--- config.mk ---
export PLATFORM = sky130hd
export DESIGN_NAME = mem_cmd_issuer
export DESIGN_NICKNAME = d
export VERILOG_FILES = /design/src/rtl/mem_if_pkg.sv /design/src/rtl/mem_cmd_issuer.sv
export SDC_FILE = /design/constraint.sdc
export NUM_CORES = 1
export LEC_CHECK = 0
export ABC_CLOCK_PERIOD_IN_PS = 1900
export BUFFER_PORTS_ARGS = -buffer_cell sky130_fd_sc_hd__buf_2
export CORE_ASPECT_RATIO = 1.1
export CORE_MARGIN = 2
export CORE_UTILIZATION = 48
export DETAILED_ROUTE_END_ITERATION = 10
export PLACE_DENSITY = 0.84
export RECOVER_POWER = 100
export SYNTH_ARGS = -nofsm -noshare
export SYNTH_HDL_FRONTEND = slang
export SYNTH_SLANG_ARGS = --single-unit
--- constraint.sdc ---
create_clock -name clk -period 1.9 [get_ports clk]
set_input_delay 0.38 -clock clk [delete_from_list [all_inputs] [get_ports clk]]
set_output_delay 0.38 -clock clk [all_outputs]
set_load 0.01 [all_outputs]
--- src/rtl/mem_if_pkg.sv ---
// Memory command protocol definitions shared by the
// issuer and the memory-side port.
package mem_if_pkg;

  typedef enum logic [1:0] {
    RD_KEY  = 2'd0,
    RD_TEXT = 2'd1,
    WR_RES  = 2'd2,
    HASH_OP = 2'd3
  } opcode_e;

  typedef enum logic [1:0] {
    MEM  = 2'd0,
    SHA  = 2'd1,
    AES  = 2'd2,
    CTRL = 2'd3
  } mod_id_e;

  typedef struct packed {
    logic       enc_dec;
    logic       rsvd;
    logic [1:0] dest;
    logic [1:0] source;
    logic [1:0] opcode;
  } hdr_t;

  function automatic logic [7:0] beats_for(
    input logic [1:0] op,
    input logic [1:0] src
  );
    logic [7:0] n;
    n = 8'd0;
    unique case (op)
      RD_KEY:  n = 8'd32;
      HASH_OP: n = 8'd0;
      default: begin
        unique case (src)
          SHA:     n = 8'd32;
          AES:     n = 8'd16;
          default: n = 8'd0;
        endcase
      end
    endcase
    return n;
  endfunction

endpackage

--- src/rtl/mem_cmd_issuer.sv ---
// Issuer side of the memory command protocol: header, data, ack.
// Optional counters: define CMD_ISSUER_STATS_EN.
module mem_cmd_issuer
  import mem_if_pkg::*;
#(
  parameter int ACK_TIMEOUT = 255
) (
  input  logic        clk,
  input  logic        rst_n,
  input  logic        req_valid,
  output logic        req_ready,
  input  logic        req_enc_dec,
  input  logic [1:0]  req_dest,
  input  logic [1:0]  req_source,
  input  logic [1:0]  req_opcode,
  input  logic [23:0] req_addr,
  input  logic [7:0]  wdata,
  input  logic        wdata_valid,
  output logic        wdata_ready,
  output logic [7:0]  rdata,
  output logic        rdata_valid,
  input  logic        rdata_ready,
  output logic [7:0]  bus_data_out,
  output logic        bus_valid_out,
  input  logic        bus_ready_in,
  input  logic [7:0]  bus_data_in,
  input  logic        bus_valid_in,
  output logic        bus_ready_out,
  output logic        drive_bus,
  input  logic        ack_valid,
  input  logic [1:0]  ack_id,
  output logic        busy,
  output logic        done,
  output logic        err_timeout,
  output logic [15:0] stat_cmds,
  output logic [7:0]  stat_timeouts
);

  typedef enum logic [2:0] {
    S_IDLE, S_HDR, S_WDATA,
    S_RDATA, S_WAIT_ACK, S_DONE
  } state_e;

  localparam logic [15:0] TMO_LAST =
    16'(ACK_TIMEOUT - 1);

  state_e      state;
  state_e      hdr_next;
  opcode_e     op_q;
  logic [23:0] addr_q;
  logic [7:0]  n_q;
  logic [7:0]  cnt;
  logic [1:0]  beat;
  logic [15:0] timer;
  logic        ack_seen;
  logic        done_q;
  logic        err_q;
  logic [7:0]  hdr_byte;
  logic        hdr_valid;
  logic [7:0]  next_byte;
  logic        ack_hit;
  logic        ack_armed;
  logic        in_wdata;
  logic        in_rdata;
  hdr_t        hdr_in;

  assign in_wdata  = (state == S_WDATA);
  assign in_rdata  = (state == S_RDATA);
  assign ack_hit   = ack_valid && (ack_id == CTRL);
  assign ack_armed = in_wdata || in_rdata ||
                     (state == S_WAIT_ACK);

  assign hdr_in = '{
    enc_dec: req_enc_dec,
    rsvd:    1'b0,
    dest:    req_dest,
    source:  req_source,
    opcode:  req_opcode
  };

  // address byte following the beat now on the bus
  always_comb begin
    next_byte = 8'h00;
    unique case (beat)
      2'd0:    next_byte = addr_q[7:0];
      2'd1:    next_byte = addr_q[15:8];
      2'd2:    next_byte = addr_q[23:16];
      default: next_byte = 8'h00;
    endcase
  end

  // phase entered once the last header beat is taken
  always_comb begin
    hdr_next = S_WAIT_ACK;
    if (n_q != 8'd0) begin
      if (op_q == WR_RES)
        hdr_next = S_WDATA;
      else if (op_q == RD_KEY || op_q == RD_TEXT)
        hdr_next = S_RDATA;
    end
  end

  // command sequencer with registered header beats
  always_ff @(posedge clk or negedge rst_n) begin
    if (!rst_n) begin
      state     <= S_IDLE;
      op_q      <= RD_KEY;
      addr_q    <= '0;
      n_q       <= '0;
      cnt       <= '0;
      beat      <= '0;
      timer     <= '0;
      ack_seen  <= 1'b0;
      done_q    <= 1'b0;
      err_q     <= 1'b0;
      hdr_byte  <= '0;
      hdr_valid <= 1'b0;
    end else begin
      if (ack_armed && ack_hit)
        ack_seen <= 1'b1;
      unique case (state)
        S_IDLE: begin
          if (req_valid) begin
            op_q      <= opcode_e'(req_opcode);
            addr_q    <= req_addr;
            n_q       <= beats_for(req_opcode,
                                   req_source);
            beat      <= 2'd0;
            hdr_byte  <= hdr_in;
            hdr_valid <= 1'b1;
            state     <= S_HDR;
          end
        end
        S_HDR: begin
          if (hdr_valid && bus_ready_in) begin
            if (beat == 2'd3) begin
              hdr_valid <= 1'b0;
              hdr_byte  <= '0;
              beat      <= 2'd0;
              state     <= hdr_next;
            end else begin
              beat     <= beat + 2'd1;
              hdr_byte <= next_byte;
            end
          end
        end
        S_WDATA: begin
          if (wdata_valid && bus_ready_in) begin
            if (cnt == n_q - 8'd1) begin
              cnt   <= '0;
              state <= S_WAIT_ACK;
            end else begin
              cnt <= cnt + 8'd1;
            end
          end
        end
        S_RDATA: begin
          if (bus_valid_in && rdata_ready) begin
            if (cnt == n_q - 8'd1) begin
              cnt   <= '0;
              state <= S_WAIT_ACK;
            end else begin
              cnt <= cnt + 8'd1;
            end
          end
        end
        S_WAIT_ACK: begin
          if (ack_seen || ack_hit) begin
            done_q <= 1'b1;
            err_q  <= 1'b0;
            state  <= S_DONE;
          end else if (timer == TMO_LAST) begin
            done_q <= 1'b1;
            err_q  <= 1'b1;
            state  <= S_DONE;
          end else begin
            timer <= timer + 16'd1;
          end
        end
        S_DONE: begin
          done_q   <= 1'b0;
          err_q    <= 1'b0;
          ack_seen <= 1'b0;
          timer    <= '0;
          state    <= S_IDLE;
        end
        default: state <= S_IDLE;
      endcase
    end
  end

  assign req_ready     = (state == S_IDLE);
  assign busy          = (state != S_IDLE);
  assign drive_bus     = (state == S_HDR) || in_wdata;
  assign bus_data_out  = in_wdata ? wdata : hdr_byte;
  assign bus_valid_out = in_wdata ? wdata_valid
                                  : hdr_valid;
  assign wdata_ready   = in_wdata && bus_ready_in;
  assign rdata         = in_rdata ? bus_data_in : 8'h00;
  assign rdata_valid   = in_rdata && bus_valid_in;
  assign bus_ready_out = in_rdata && rdata_ready;
  assign done          = done_q;
  assign err_timeout   = err_q;

`ifdef CMD_ISSUER_STATS_EN
  logic [15:0] cmds_q;
  logic [7:0]  tmo_q;

  // saturating completion and timeout counters
  always_ff @(posedge clk or negedge rst_n) begin
    if (!rst_n) begin
      cmds_q <= '0;
      tmo_q  <= '0;
    end else if (done_q) begin
      if (cmds_q != 16'hFFFF)
        cmds_q <= cmds_q + 16'd1;
      if (err_q && tmo_q != 8'hFF)
        tmo_q <= tmo_q + 8'd1;
    end
  end

  assign stat_cmds     = cmds_q;
  assign stat_timeouts = tmo_q;
`else
  assign stat_cmds     = 16'd0;
  assign stat_timeouts = 8'd0;
`endif

endmodule
---- Yosys cells after proc, flatten, opt, wreduce, memory -nomap -nowiden ----
Cells that the tools add are included.
word-level totals
  bits in registers ....................... 75
  latch bits .............................. 0
  memory bits (writable) .................. 0
  memory bits (read-only) ................. 0
  output and inout bits ................... 49
  word-level logic and storage cells ...... 114
  memories kept ........................... 0
cells by class
  add/subtract/negate cells ............... 4
  $mul .................................... 0
  div/mod/pow operators ................... 0
  order comparisons ....................... 0
  equal/unequal tests ..................... 24
  shift-type cells ........................ 0
  muxes and demuxes ....................... 44
  bitwise operators ....................... 0
  reductions and logical operators ........ 30
operators with widths
  kind                                                                number
  8-bit 2-to-1 mux                                                    8
  3-bit 2-to-1 mux                                                    11
  16-bit 2-to-1 mux                                                   2
  16-bit case mux with 2 select lines                                 1
  8-bit case mux with 2 select lines                                  2
  6-bit case mux with 2 select lines                                  2
  8-bit case mux with 3 select lines                                  1
  16-bit by 1-bit adder with 16-bit output, second input constant     1
  16-bit by 8-bit == test with 1-bit output, second input constant    1
  3-bit case mux with 5 select lines                                  1
  2-bit == test, second input constant                                6
  2-bit != test, second input constant                                5
  1-bit 2-to-1 mux                                                    9
  3-bit AND reduction                                                 3
  8-bit by 1-bit adder with 8-bit output, second input constant       1
  8-bit == test                                                       1
  1-bit logical AND                                                   8
  2-bit nonzero test                                                  4
  8-bit nonzero test                                                  1
  8-bit by 1-bit subtractor with 8-bit output, second input constant  1
  2-bit by 1-bit == test with 1-bit output, second input constant     3
  3-bit by 2-bit == test with 1-bit output, second input constant     2
  3-bit == test, second input constant                                2
  2-bit logical NOT                                                   3
  other kinds (13)                                                    23

---- Logic depth before layout (Yosys ltp) ----
Gate-level depths: netlist of the first run.
  depth after elaboration ................. 8
  mapped depth ............................ 8
  depth with buffers taken out ............ 6

---- Least setup slack after synthesis of the first run ----
OpenSTA, ideal clock, no wires.
  kind .................................... reg2out
  from .................................... register state[0]
  to ...................................... output port bus_data_out[0]
  data arrival time ....................... 1469 ps
  required time ........................... 1520 ps
  path slack .............................. 51 ps
  cell stages (with the launch flop) ...... 4
  path buffers ............................ 1
  cell sequence ........................... dfrtp_1 > buf_2 > nor2_1 > mux2_2
between the ends
  word-level cells in the longest chain between the ends .. 2
ends and longest elaborated chain
  what                                      line                   text
  start, declared                           mem_cmd_issuer.sv:47   state_e state;
  start signal, assigned                    mem_cmd_issuer.sv:140  state <= hdr_next;
  3-bit by 2-bit == test with 1-bit output  mem_cmd_issuer.sv:67   assign in_wdata = (state == S_WDATA);
  8-bit 2-to-1 mux                          mem_cmd_issuer.sv:195  assign bus_data_out = in_wdata ? wdata : hdr_byte;
  end, declared                             mem_cmd_issuer.sv:23   output logic [7:0] bus_data_out,
Every way passes these cells.

---- Worst setup path after layout of the first run ----
  from .................................... register state[2]
  to ...................................... output port bus_data_out[2]
The elaborated chain is that of the path after synthesis.

==> impl_results.md, run 1 <==
- Post-synthesis to final-layout area growth: 28.33%
- Syn Inst Count: 383
- Worst R2R Path Depth: 7
- Total gr overflow: 0
- Endpoints failing setup: 24
- Die height: 98.43 µm
- Core box area: 0.007870 mm²
- Final worst-path cycle share: 106.0%
- Largest net degree at the start of global routing: 27
- CTS max path bufs: 2
- Total number of vias: 3501
- Vias in the first global route: 3512
- Post-Syn Area: 0.003891 mm²
- Die X: 89.85 µm
- TritonCTS clock tree: done
- Pre-CTS setup slack: -0.04907 ns
- DRC Markers: 0
- Peak VDD IR: 0.0008599 V
- Cell repeated most along the worst path: buf_6
- Power per cell area: 1407 mW/mm²
- Fmax: 496.4 MHz
- CP peak stage delay: 0.39 ns
- Post-synthesis compound-gate area fraction: 15.50%
- Htree depth: 3
- Async S/R FF share, synth: 100.0%
- Initial antenna violation count: 0
- Reg2reg setup slack: -0.05 ns
- EDFF count, synth: 0
- Max Slew Vio Count: 0
- Switching Share: 37.31%
- #FFs+latches synth: 69
- Share of layout cells above drive strength 1: 39.72%
- DPL Wire Length: 6.779 mm
- Worst rel slew slack: 30.33%
- DR pass1 iterations: 5
- Total Routing Usage GR: 22.75%
- Run status: finished with violations
- Initial DRC count: 205
- WP data required: 1.52 ns
- Leak pwr: 2.328 nW
- Crit Reg-Reg Endpoint: timer[15]
- CP endpoint kind: output pin
- Clock share of power: 17.3%
- Final critical-path required period: 2.014 ns
- Area leader, netlist: dfrtp_1
- Final Hold Viols: 0
- Worst-Margin Slew: 1.045 ns
- Cell chain of the critical path: nand2b_4 -> nor2_4 -> buf_6 -> mux2_4 -> buf_6
- First-pass GRT wire length: 16.35 mm
- # rows: 34
- P_sw: 0.002621 W
- Failing checks: negative setup slack
- Initial core utilization: 49.44%
- Sequential area share after synthesis: 44.37%
- Root Buffer: clkbuf_8
- Adder-cell area share of the yosys netlist: 2.894%
- Worst Hold Class: in -> async
- Die area: 0.008843 mm²
- Int Pwr: 0.004403 W
- Inst Count DP: 583
- Clk slew on worst S/H paths: 0.09 ns
- Number of routed nets with antenna violations: 0
- Top-Level Pins: 106
- Largest family of logic cells by synthesized area: simple AND/OR/NAND/NOR gates
- Register share of total power: 34.7%
- Synth Area in Simple Gates: 16.98%
- CP Class: reg -> out
- Final Non-Filler Cells: 609
- Most common flop cell mapped by yosys: dfrtp_1
- Slowest stage cell, crit path: dfrtp_1
- Via density: 5.749
- Clk_lat worst skew: 0.34 ns
- Clk_skew: 0.01047 ns
- IO buf count: 81
- Filler Cells Inserted: 583
- Antenna cells: 0
- Setup WS post-layout: -0.1145 ns
- Top-area cell type share of the netlist area: 44.37%
- Mux contribution to synthesized area: 10.90%
- Yosys Warn Count: 0
- Mapped Avg Cell Area: 10.16 µm²
- CP Max Fanout: 5
- Clk sinks: 69
- Gate power share: 48.0%
- Post-synth cell types: 54
- Nets: 562
- Cts bufs inserted: 9
- RSZ-0062 raised after global routing: yes
- WP data arrival: 1.63 ns
- Placer Congestion: 0.9027
- R2r startpoint: state[0]
- Post-DR wirelength/cell: 16.62 µm
- Max-cap violations: 0
- Synth top area cells: dfrtp_1 44%, mux2_2 10%, buf_4 5.0%
- Crit start category: flop
- Routed WL: 10.12 mm
- Post-Synth XOR/XNOR Area: 0.6752%
==> registers in the layout, summed over array words and instances (netlist names) <==
name and flops:
addr_q 24, hdr_byte 8, n_q 2, hdr_valid 1
timer 16, err_timeout 1, beat 2, state 3
done 1, cnt 8, ack_seen 1, op_q 2
==> cell usage in the layout (no fill, tap or decap), types with 13 or more instances in the layout <==
cell      n
inv_1    13
buf_6    18
buf_2    70
buf_4    32
a21oi_1  17
o21ai_0  19
mux2_2   26
conb_1   24
nand2_1  28
dfrtp_1  67
==> power groups by stage <==
| stage | registers (W) | logic [W] | clock network [W] |
|---|---|---|---|
| after floorplan | 0.00231 | 0.00191 | 0 |
| after global placement | 0.00240 | 0.00268 | 0 |
| after detailed placement | 0.00244 | 0.00278 | 0 |
| after CTS | 0.00243 | 0.00307 | 0.00122 |
| after global routing | 0.00251 | 0.00364 | 0.00132 |
| final | 0.00244 | 0.00337 | 0.00122 |
==> worst max-delay path, delay by kind of cell (launching register included) <==
kind	cells	cell delay, ns
buffers and inverters	2	0.30
DFF	1	0.39
muxes	1	0.32
and+or+nand+nor	2	0.28
==> cell usage after synthesis, types with 6 or more instances <==
master / n
dfrtp_1: 69
mux2_2: 35
nand2_1: 28
buf_4: 26
a21oi_1: 20
o21ai_0: 20
inv_1: 15
or4_1: 13
nand3_1: 12
o31ai_1: 12
and2_1: 11
ha_1: 9
a222oi_1: 8
buf_2: 8
nor3_1: 8
a2bb2oi_1: 7
clkbuf_1: 7
nand4_1: 7
nor2_1: 6
==> how the worst max path moves through the flow <==
stage / start / to / slack, ns / depth (start not counted)
final: state[2] / bus_data_out[2] / -0.11 / 5
after global placement: ack_valid / timer[12] / -0.002 / 6
after CTS: state[2] / bus_data_out[2] / -0.13 / 5
after detailed placement: ack_id[0] / timer[12] / -0.05 / 6
after global routing: state[2] / bus_data_out[2] / -0.18 / 5
after floorplan: state[0] / bus_data_out[0] / 0.05 / 3
==> layer usage <==
layer  share of wire [%]  wire (µm)  track usage (%)
met1                  38       3821            27.41
met2                  52       5265            39.22
met3                 7.1        715            4.893
met4                 3.2        321            10.89
met5                   0          0                0
==> metrics by stage <==
stage | instance area (µm²) | util [%] | hold WS, ns | TNS, ns | power [W]
after global placement | 4534 | 57.62 | 0.3707 | -0.002362 | 0.005075
final | 4994 | 63.45 | 0.1921 | -1.185 | 0.007024
after detailed placement | 4534 | 57.62 | 0.3793 | -0.04907 | 0.005215
after global routing | 4994 | 63.45 | 0.2559 | -3.326 | 0.007471
after CTS | 4855 | 61.69 | 0.01431 | -1.121 | 0.006716
after floorplan | 3978 | - | 0.08441 | 0 | 0.004225
==> area by class of cell <==
| type | count | area (µm²) | share of cell area [%] |
|---|---|---|---|
| inverters | 15 | 58.81 | 1.178 |
| clock inverters | 7 | 73.82 | 1.478 |
| well taps | 108 | 135.1 | 2.706 |
| repair buffers | 124 | 827.0 | 16.56 |
| multi-input cells | 277 | 2046 | 40.97 |
| clock buffers | 9 | 123.9 | 2.481 |
| flip-flops and latches | 69 | 1729 | 34.63 |
==> what timing repair did <==
item / CTS / global route
setup endpoints to repair: 23 / 42
pin swaps: 1 / 8
gates resized for setup: 26 / 29
setup buffers: 1 / 8
gates cloned: 1 / 0
hold buffers: 0 / 0
==> kinds of logic (layout without fill, tap and decap cells) <==
| family | after synthesis | in the layout |
|---|---|---|
| buffers and inverters | 60 | 155 |
| multiplexers | 38 | 38 |
| other | 1 | 24 |
| AND/OR/NAND/NOR | 113 | 113 |
| AO/OA/AOI/OAI | 90 | 90 |
| flip-flops | 69 | 69 |
| adder cells (fa/ha/maj) | 9 | 9 |
| XOR/XNOR | 3 | 3 |
Power figures use the tool's default switching activity.
==> run 2: changes to the inputs <==
CORE_MARGIN = not set   (was 2)
PLACE_DENSITY = 0.86   (was 0.84)
==> run 2 against run 1 <==
  * The run ends with max-capacitance violations, max-slew violations, negative setup slack left
  * Combinational power about the same
  * Non-clock buffer count decreased by 3
  * Clock power increased by 11%
  * Clock-buffer cell count increased by 2
  * Maximum frequency decreased by 0.81%
  * Sequential cell count unchanged
  * Largest cell class unchanged
==> impl_results.md, run 2 (synthesis gave the netlist of run 1 again) <==
- Run status: finished with violations
- Failing checks: max-capacitance violations, max-slew violations, negative setup slack
- Reg2reg setup slack: -0.09 ns (-0.04 ns)
- Root Buffer: clkbuf_8
- Worst setup path endpoint: bus_data_out[7]
- Max reg flops: 24 (unchanged)
- Initial core utilization: 49.44% (unchanged)
- IO buf count: 81 (unchanged)
- Clk_lat worst skew: 0.34 ns (about the same)
- Setup WS post-layout: -0.1310 ns (-0.01649 ns)
- Cts bufs inserted: 9 (unchanged)
- Initial DRC count: 222 (+8.3%)
- Total number of vias: 3551 (+1.4%)
- Via density: 5.860 (+1.9%)
- Max-cap violations: 1 (+1)
- Final Hold Viols: 0 (unchanged)
- Switching Share: 36.41% (-0.90 points)
- Total Routing Usage GR: 24.77% (+2.0 points)
- Worst rel slew slack: -12.34% (-43 points)
- WP data required: 1.52 ns (about the same)
- Top-Level Pins: 106 (unchanged)
- CP Max Fanout: 5 (unchanged)
- Number of routed nets with antenna violations: 0 (unchanged)
- Inst Count DP: 580 (-0.51%)
- Final worst-path cycle share: 106.9% (+0.87 points)
- DR pass1 iterations: 6 (+1)
- Nets: 559 (-0.53%)
- WP data arrival: 1.65 ns (+0.02 ns)
- Die X: 87.85 µm (-2.2%)
- Crit Reg-Reg Endpoint: timer[10]
- Cts hold-fix bufs: 0 (unchanged)
- Worst R2R Path Depth: 7 (unchanged)
- # rows: 34 (unchanged)
- Routed WL: 10.29 mm (+1.6%)
- RSZ-0062 raised after global routing: yes
- Clk slew on worst S/H paths: 0.08 ns (about the same)
- R2r startpoint: state[0]
- Clk_skew: 0.006612 ns (-0.003853 ns)
- Fmax: 492.4 MHz (-0.81%)
- Crit start category: flop
- Worst Hold Class: in -> reg
- Register share of total power: 33.9% (-0.8 points)
- Initial antenna violation count: 0 (unchanged)
- Endpoints failing setup: 28 (+17%)
- Max Slew Vio Count: 70 (+70)
- Final critical-path required period: 2.031 ns (+0.01649 ns)
- Htree depth: 3 (unchanged)
- Vias in the first global route: 3484 (-0.80%)
- First-pass GRT wire length: 15.95 mm (-2.5%)
- Clk sinks: 69 (unchanged)
- Die height: 96.43 µm (-2.0%)
- Top flop regs: addr_q x24, timer x16
- Clock share of power: 19.1% (+1.8 points)
- Filler Cells Inserted: 567 (-2.7%)
- Area of the multi-input gates: 0.002096 mm² (+2.4%)
- DPL Wire Length: 6.644 mm (-2.0%)
- Leading cell types in the layout, fill and taps excluded: 72 x buf_2, 67 x dfrtp_1, 28 x nand2_1, 28 x buf_4, 26 x mux2_2
- CP Class: reg -> out
- Power per cell area: 1409 mW/mm² (+0.19%)
- Largest net degree at the start of global routing: 70 (+160%)
- DRC Markers: 0 (unchanged)
- Int Pwr: 0.004538 W (+3.1%)
- Placer Congestion: 0.8760 (-3.0%)
- Largest Register: addr_q
- P_sw: 0.002599 W (-0.85%)
- Post-DR wirelength/cell: 16.97 µm (+2.1%)
- CP endpoint kind: output pin
- Crit. Startpoint: state[0]
- Share of layout cells above drive strength 1: 41.57% (+1.8 points)
- Antenna cells: 0 (unchanged)
- Peak VDD IR: 0.001172 V (+36%)
- Total gr overflow: 0 (unchanged)
- CTS max path bufs: 2 (unchanged)
- Die area: 0.008471 mm² (-4.2%)
- FF/Latch Area: 0.001729 mm² (unchanged)
- Gate power share: 47.0% (-1.0 points)
- Final Non-Filler Cells: 606 (-0.49%)
- Core box area: 0.007870 mm² (unchanged)
- Pre-CTS setup slack: 0.02137 ns (+0.07044 ns)
- Worst-Margin Slew: 1.685 ns (+0.6400 ns)
- Leak pwr: 2.343 nW (+0.64%)
- Post-synthesis to final-layout area growth: 30.13%
- Commonest non-fill, non-tap cell in the layout: buf_2
- TritonCTS clock tree: done
[run 2: cell count changes in the layout (fill, tap and decap cells not counted), sizes merged]
cell      before  now
buf          121  120
clkinvlp       1    0
bufinv         1    2
clkinv         4    2
[run 2: layout make-up]
cell class	count	share of cell area [%]
timing repair buffer	121	16.16
tap	108	2.669
inverter	15	1.211
sequential	69	34.15
multi-input combinational	277	41.39
clock buffer	11	2.792
clock inverter	5	1.631
[run 2: repair_timing]
item | CTS | global route
setup buffers | 4 | 4
setup endpoints to repair | 24 | 42
resized for setup | 37 | 32
pin swaps | 1 | 6
gates cloned | 2 | 0
[run 2: how the worst min path moves through the flow]
stage	startpoint	cells after the start	to	slack, ns
2_1_floorplan	rst_n	0	ack_seen	0.08
3_3_place_gp	rst_n	2	timer[13]	0.43
3_5_place_dp	rst_n	2	err_timeout	0.43
4_1_cts	rst_n	2	err_timeout	0.06
5_1_grt	req_addr[2]	2	addr_q[2]	0.25
6_report	req_addr[0]	2	addr_q[0]	0.26
[run 2: worst max-delay path, cell delays in order (launching register included)]
cell	delay, ns
dfrtp_2	0.45
buf_4	0.15
nor2_4	0.10
buf_6	0.16
mux2_4	0.32
buf_6	0.12
[run 2: per-layer routing]
layer  global-route usage, %  vias up  share of wire (%)
met5                       0        -                  0
met4                   10.11        0                2.7
met3                   5.947       29                6.7
met2                   44.64      185                 52
met1                   28.04     1751                 38
li1                        -     1586                  -
[run 2: power by group through the flow]
stage	Clock [W]	Sequential [W]	Combinational, W
2_1_floorplan	0	0.00231	0.00191
3_3_place_gp	0	0.00240	0.00263
6_report	0.00136	0.00242	0.00336
5_1_grt	0.00144	0.00248	0.00362
3_5_place_dp	0	0.00243	0.00273
4_1_cts	0.00137	0.00241	0.00317
[run 2: per-stage QoR]
stage | power, W | cell area [µm²] | hold WS (ns) | TNS, ns | util, %
after global routing | 0.007540 | 5064 | 0.2549 | -4.382 | 64.34
after floorplan | 0.004225 | 3978 | 0.08441 | 0 | -
after detailed placement | 0.005158 | 4512 | 0.4272 | 0 | 57.33
final | 0.007137 | 5064 | 0.2633 | -2.210 | 64.34
after global placement | 0.005026 | 4512 | 0.4257 | 0 | 57.33
after CTS | 0.006940 | 4918 | 0.06071 | -1.353 | 62.50
==> run 3: changes to the inputs <==
ABC_CLOCK_PERIOD_IN_PS = 2400   (was 1900)
CORE_UTILIZATION = 50   (was 48)
clock period = 2.4 ns   (was 1.9 ns; I/O delays follow)
==> run 3 against run 2 <==
  * The run now ends clean
  * Clock skew rose by 0.0042 ns
  * Critical path type unchanged
  * Non-clock buffer count fell by 26
  * Design area fell by 11%
  * Worst setup slack improved by 0.26 ns
  * Largest power group unchanged
==> impl_results.md, run 3 (synthesis gave the netlist of run 1 again) <==
- Share of layout cells above drive strength 1: 28.72% (-13 points)
- Nets: 533 (-4.7%)
- Max-cap violations: 0 (-1)
- Final Non-Filler Cells: 575 (-5.1%)
- WP data arrival: 1.79 ns (+0.14 ns)
- Post-DR wirelength/cell: 14.46 µm (-15%)
- Root Buffer: clkbuf_8
- Worst-Margin Slew: 0.8221 ns (-0.8630 ns)
- CP Max Fanout: 14 (+9)
- Leak pwr: 2.050 nW (-13%)
- Htree depth: 3 (unchanged)
- Slowest stage cell, crit path: dfrtp_2
- FF/Latch Area: 0.001729 mm² (unchanged)
- Setup TNS: 0 ns (+2.210 ns)
- Worst Hold Class: in -> reg
- RSZ-0062 raised after global routing: no
- Endpoints failing setup: 0 (-100%)
- Antenna cells: 0 (unchanged)
- Power per cell area: 1066 mW/mm² (-24%)
- Crit start category: flop
- CTS max path bufs: 2 (unchanged)
- Filler Cells Inserted: 650 (+15%)
- IO buf count: 81 (unchanged)
- Inst Count DP: 560 (-3.4%)
- First-pass GRT wire length: 14.14 mm (-11%)
- Post-synthesis to final-layout area growth: 15.53%
- Initial core utilization: 51.78% (+2.3 points)
- # rows: 33 (-2.9%)
- Total number of vias: 3243 (-8.7%)
- DR pass1 iterations: 5 (-1)
- R2r startpoint: state[1]
- Total Routing Usage GR: 22.38% (-2.4 points)
- Max Slew Vio Count: 0 (-100%)
- Worst rel slew slack: 45.19% (+58 points)
- Top flop regs: addr_q x24, timer x16
- Initial antenna violation count: 0 (unchanged)
- Leading cell types in the layout, fill and taps excluded: 67 x dfrtp_1, 65 x buf_2, 35 x mux2_2, 28 x nand2_1, 24 x conb_1
- Peak VDD IR: 0.0006929 V (-41%)
- DRC Markers: 0 (unchanged)
- Area of the multi-input gates: 0.001914 mm² (-8.7%)
- Routed WL: 8.315 mm (-19%)
- Max reg flops: 24 (unchanged)
- WP data required: 1.92 ns (+0.40 ns)
- Hold path start: req_addr[15]
- Clk sinks: 69 (unchanged)
- Reg2reg setup slack: 0.23 ns (+0.32 ns)
- CP Class: reg -> out
- Top-Level Pins: 106 (unchanged)
- Die height: 94.53 µm (-2.0%)
- Cell chain of the critical path: inv_1 -> nor2_1 -> and2_0 -> buf_2
- Via density: 5.640 (-3.7%)
- Final worst-path cycle share: 94.60%
- Core box area: 0.007515 mm² (-4.5%)
- CP endpoint kind: output pin
- Final critical-path required period: 2.270 ns
- Placer Congestion: 0.8456 (-3.5%)
- Die area: 0.008140 mm² (-3.9%)
- DPL Wire Length: 6.136 mm (-7.6%)
- Vias in the first global route: 3111 (-11%)
- Final Hold Viols: 0 (unchanged)
- Number of routed nets with antenna violations: 0 (unchanged)
- Clk_skew: 0.01083 ns (+0.004214 ns)
- Run status: finished, final reports clean
- Die X: 86.11 µm (-2.0%)
- Crit. Startpoint: state[0]
- Clk slew on worst S/H paths: 0.07 ns (about the same)
- CP peak stage delay: 0.52 ns (+0.07 ns)
- Fmax: 440.4 MHz
- Clk_lat worst skew: 0.35 ns (about the same)
- Setup repair bufs after CTS: 0 (-4)
- Largest Register: addr_q
- Largest net degree at the start of global routing: 62 (-11%)
- Initial DRC count: 261 (+18%)
- Cts bufs inserted: 9 (unchanged)
- Total gr overflow: 0 (unchanged)
- TritonCTS clock tree: done
- Commonest non-fill, non-tap cell in the layout: dfrtp_1
-- run 3: cell count changes in the layout (fill, tap and decap cells not counted), sizes merged --
cell / previous run / this run
buf: 120 / 73
bufinv: 2 / 1
clkbuf: 12 / 30
clkinv: 2 / 4
dlygate4sd3: 0 / 1
inv: 16 / 15
-- run 3: per-layer routing --
layer,wire (µm),GRT usage (%)
met3,445,5.070
met2,4338,39.09
met4,114,8.611
met5,0,0
met1,3416,26.85
-- run 3: worst paths after layout --
path | endpoint | depth (start not counted)
worst min register to register | hdr_byte[2] | 2
worst min-delay path | addr_q[15] | 2
worst max register to register | beat[0] | 7
max in group asynchronous | state[1] | 3
min in group asynchronous | timer[14] | 2
worst max-delay path | rdata[7] | 4
-- run 3: final cells by class --
| type | count | area share, % |
|---|---|---|
| clock buffers | 9 | 2.755 |
| clock inverters | 5 | 1.197 |
| inverters | 15 | 1.252 |
| multi-input cells | 277 | 42.58 |
| flip-flops and latches | 69 | 38.46 |
| well taps | 105 | 2.922 |
| repair buffers | 95 | 10.83 |
-- run 3: what timing repair did --
action	in CTS	in global routing
resized for setup	1	2
setup endpoints to repair	10	19
pin swaps	0	0
hold buffers	1	0
gates cloned	0	0
endpoints found under the hold margin	8	0
-- run 3: critical path, delay by kind of cell (launching register included) --
family / cells / cell delay [ns]
flip-flops: 1 / 0.52
buffers and inverters: 2 / 0.29
AND/OR/NAND/NOR: 2 / 0.64
-- run 3: stage by stage --
step	total power [W]	hold WS (ns)	worst slack, ns	area [µm²]	util (%)
CTS	0.004877	0.3516	0.05861	4571	60.82
floorplan	0.003345	0.1844	0.4506	3978	-
global placement	0.003875	0.3530	0.4622	4380	58.29
detailed placement	0.003974	0.3550	0.3186	4380	58.29
finish	0.004790	0.3600	0.1295	4496	59.82
global route	0.005164	0.3495	0.006876	4496	59.82
-- run 3: power by group --
part | internal (W) | total [W] | switching [W]
Combinational | 0.000952 | 0.00197 | 0.00102
Clock | 0.000464 | 0.000891 | 0.000427
Sequential | 0.00160 | 0.00193 | 0.000327
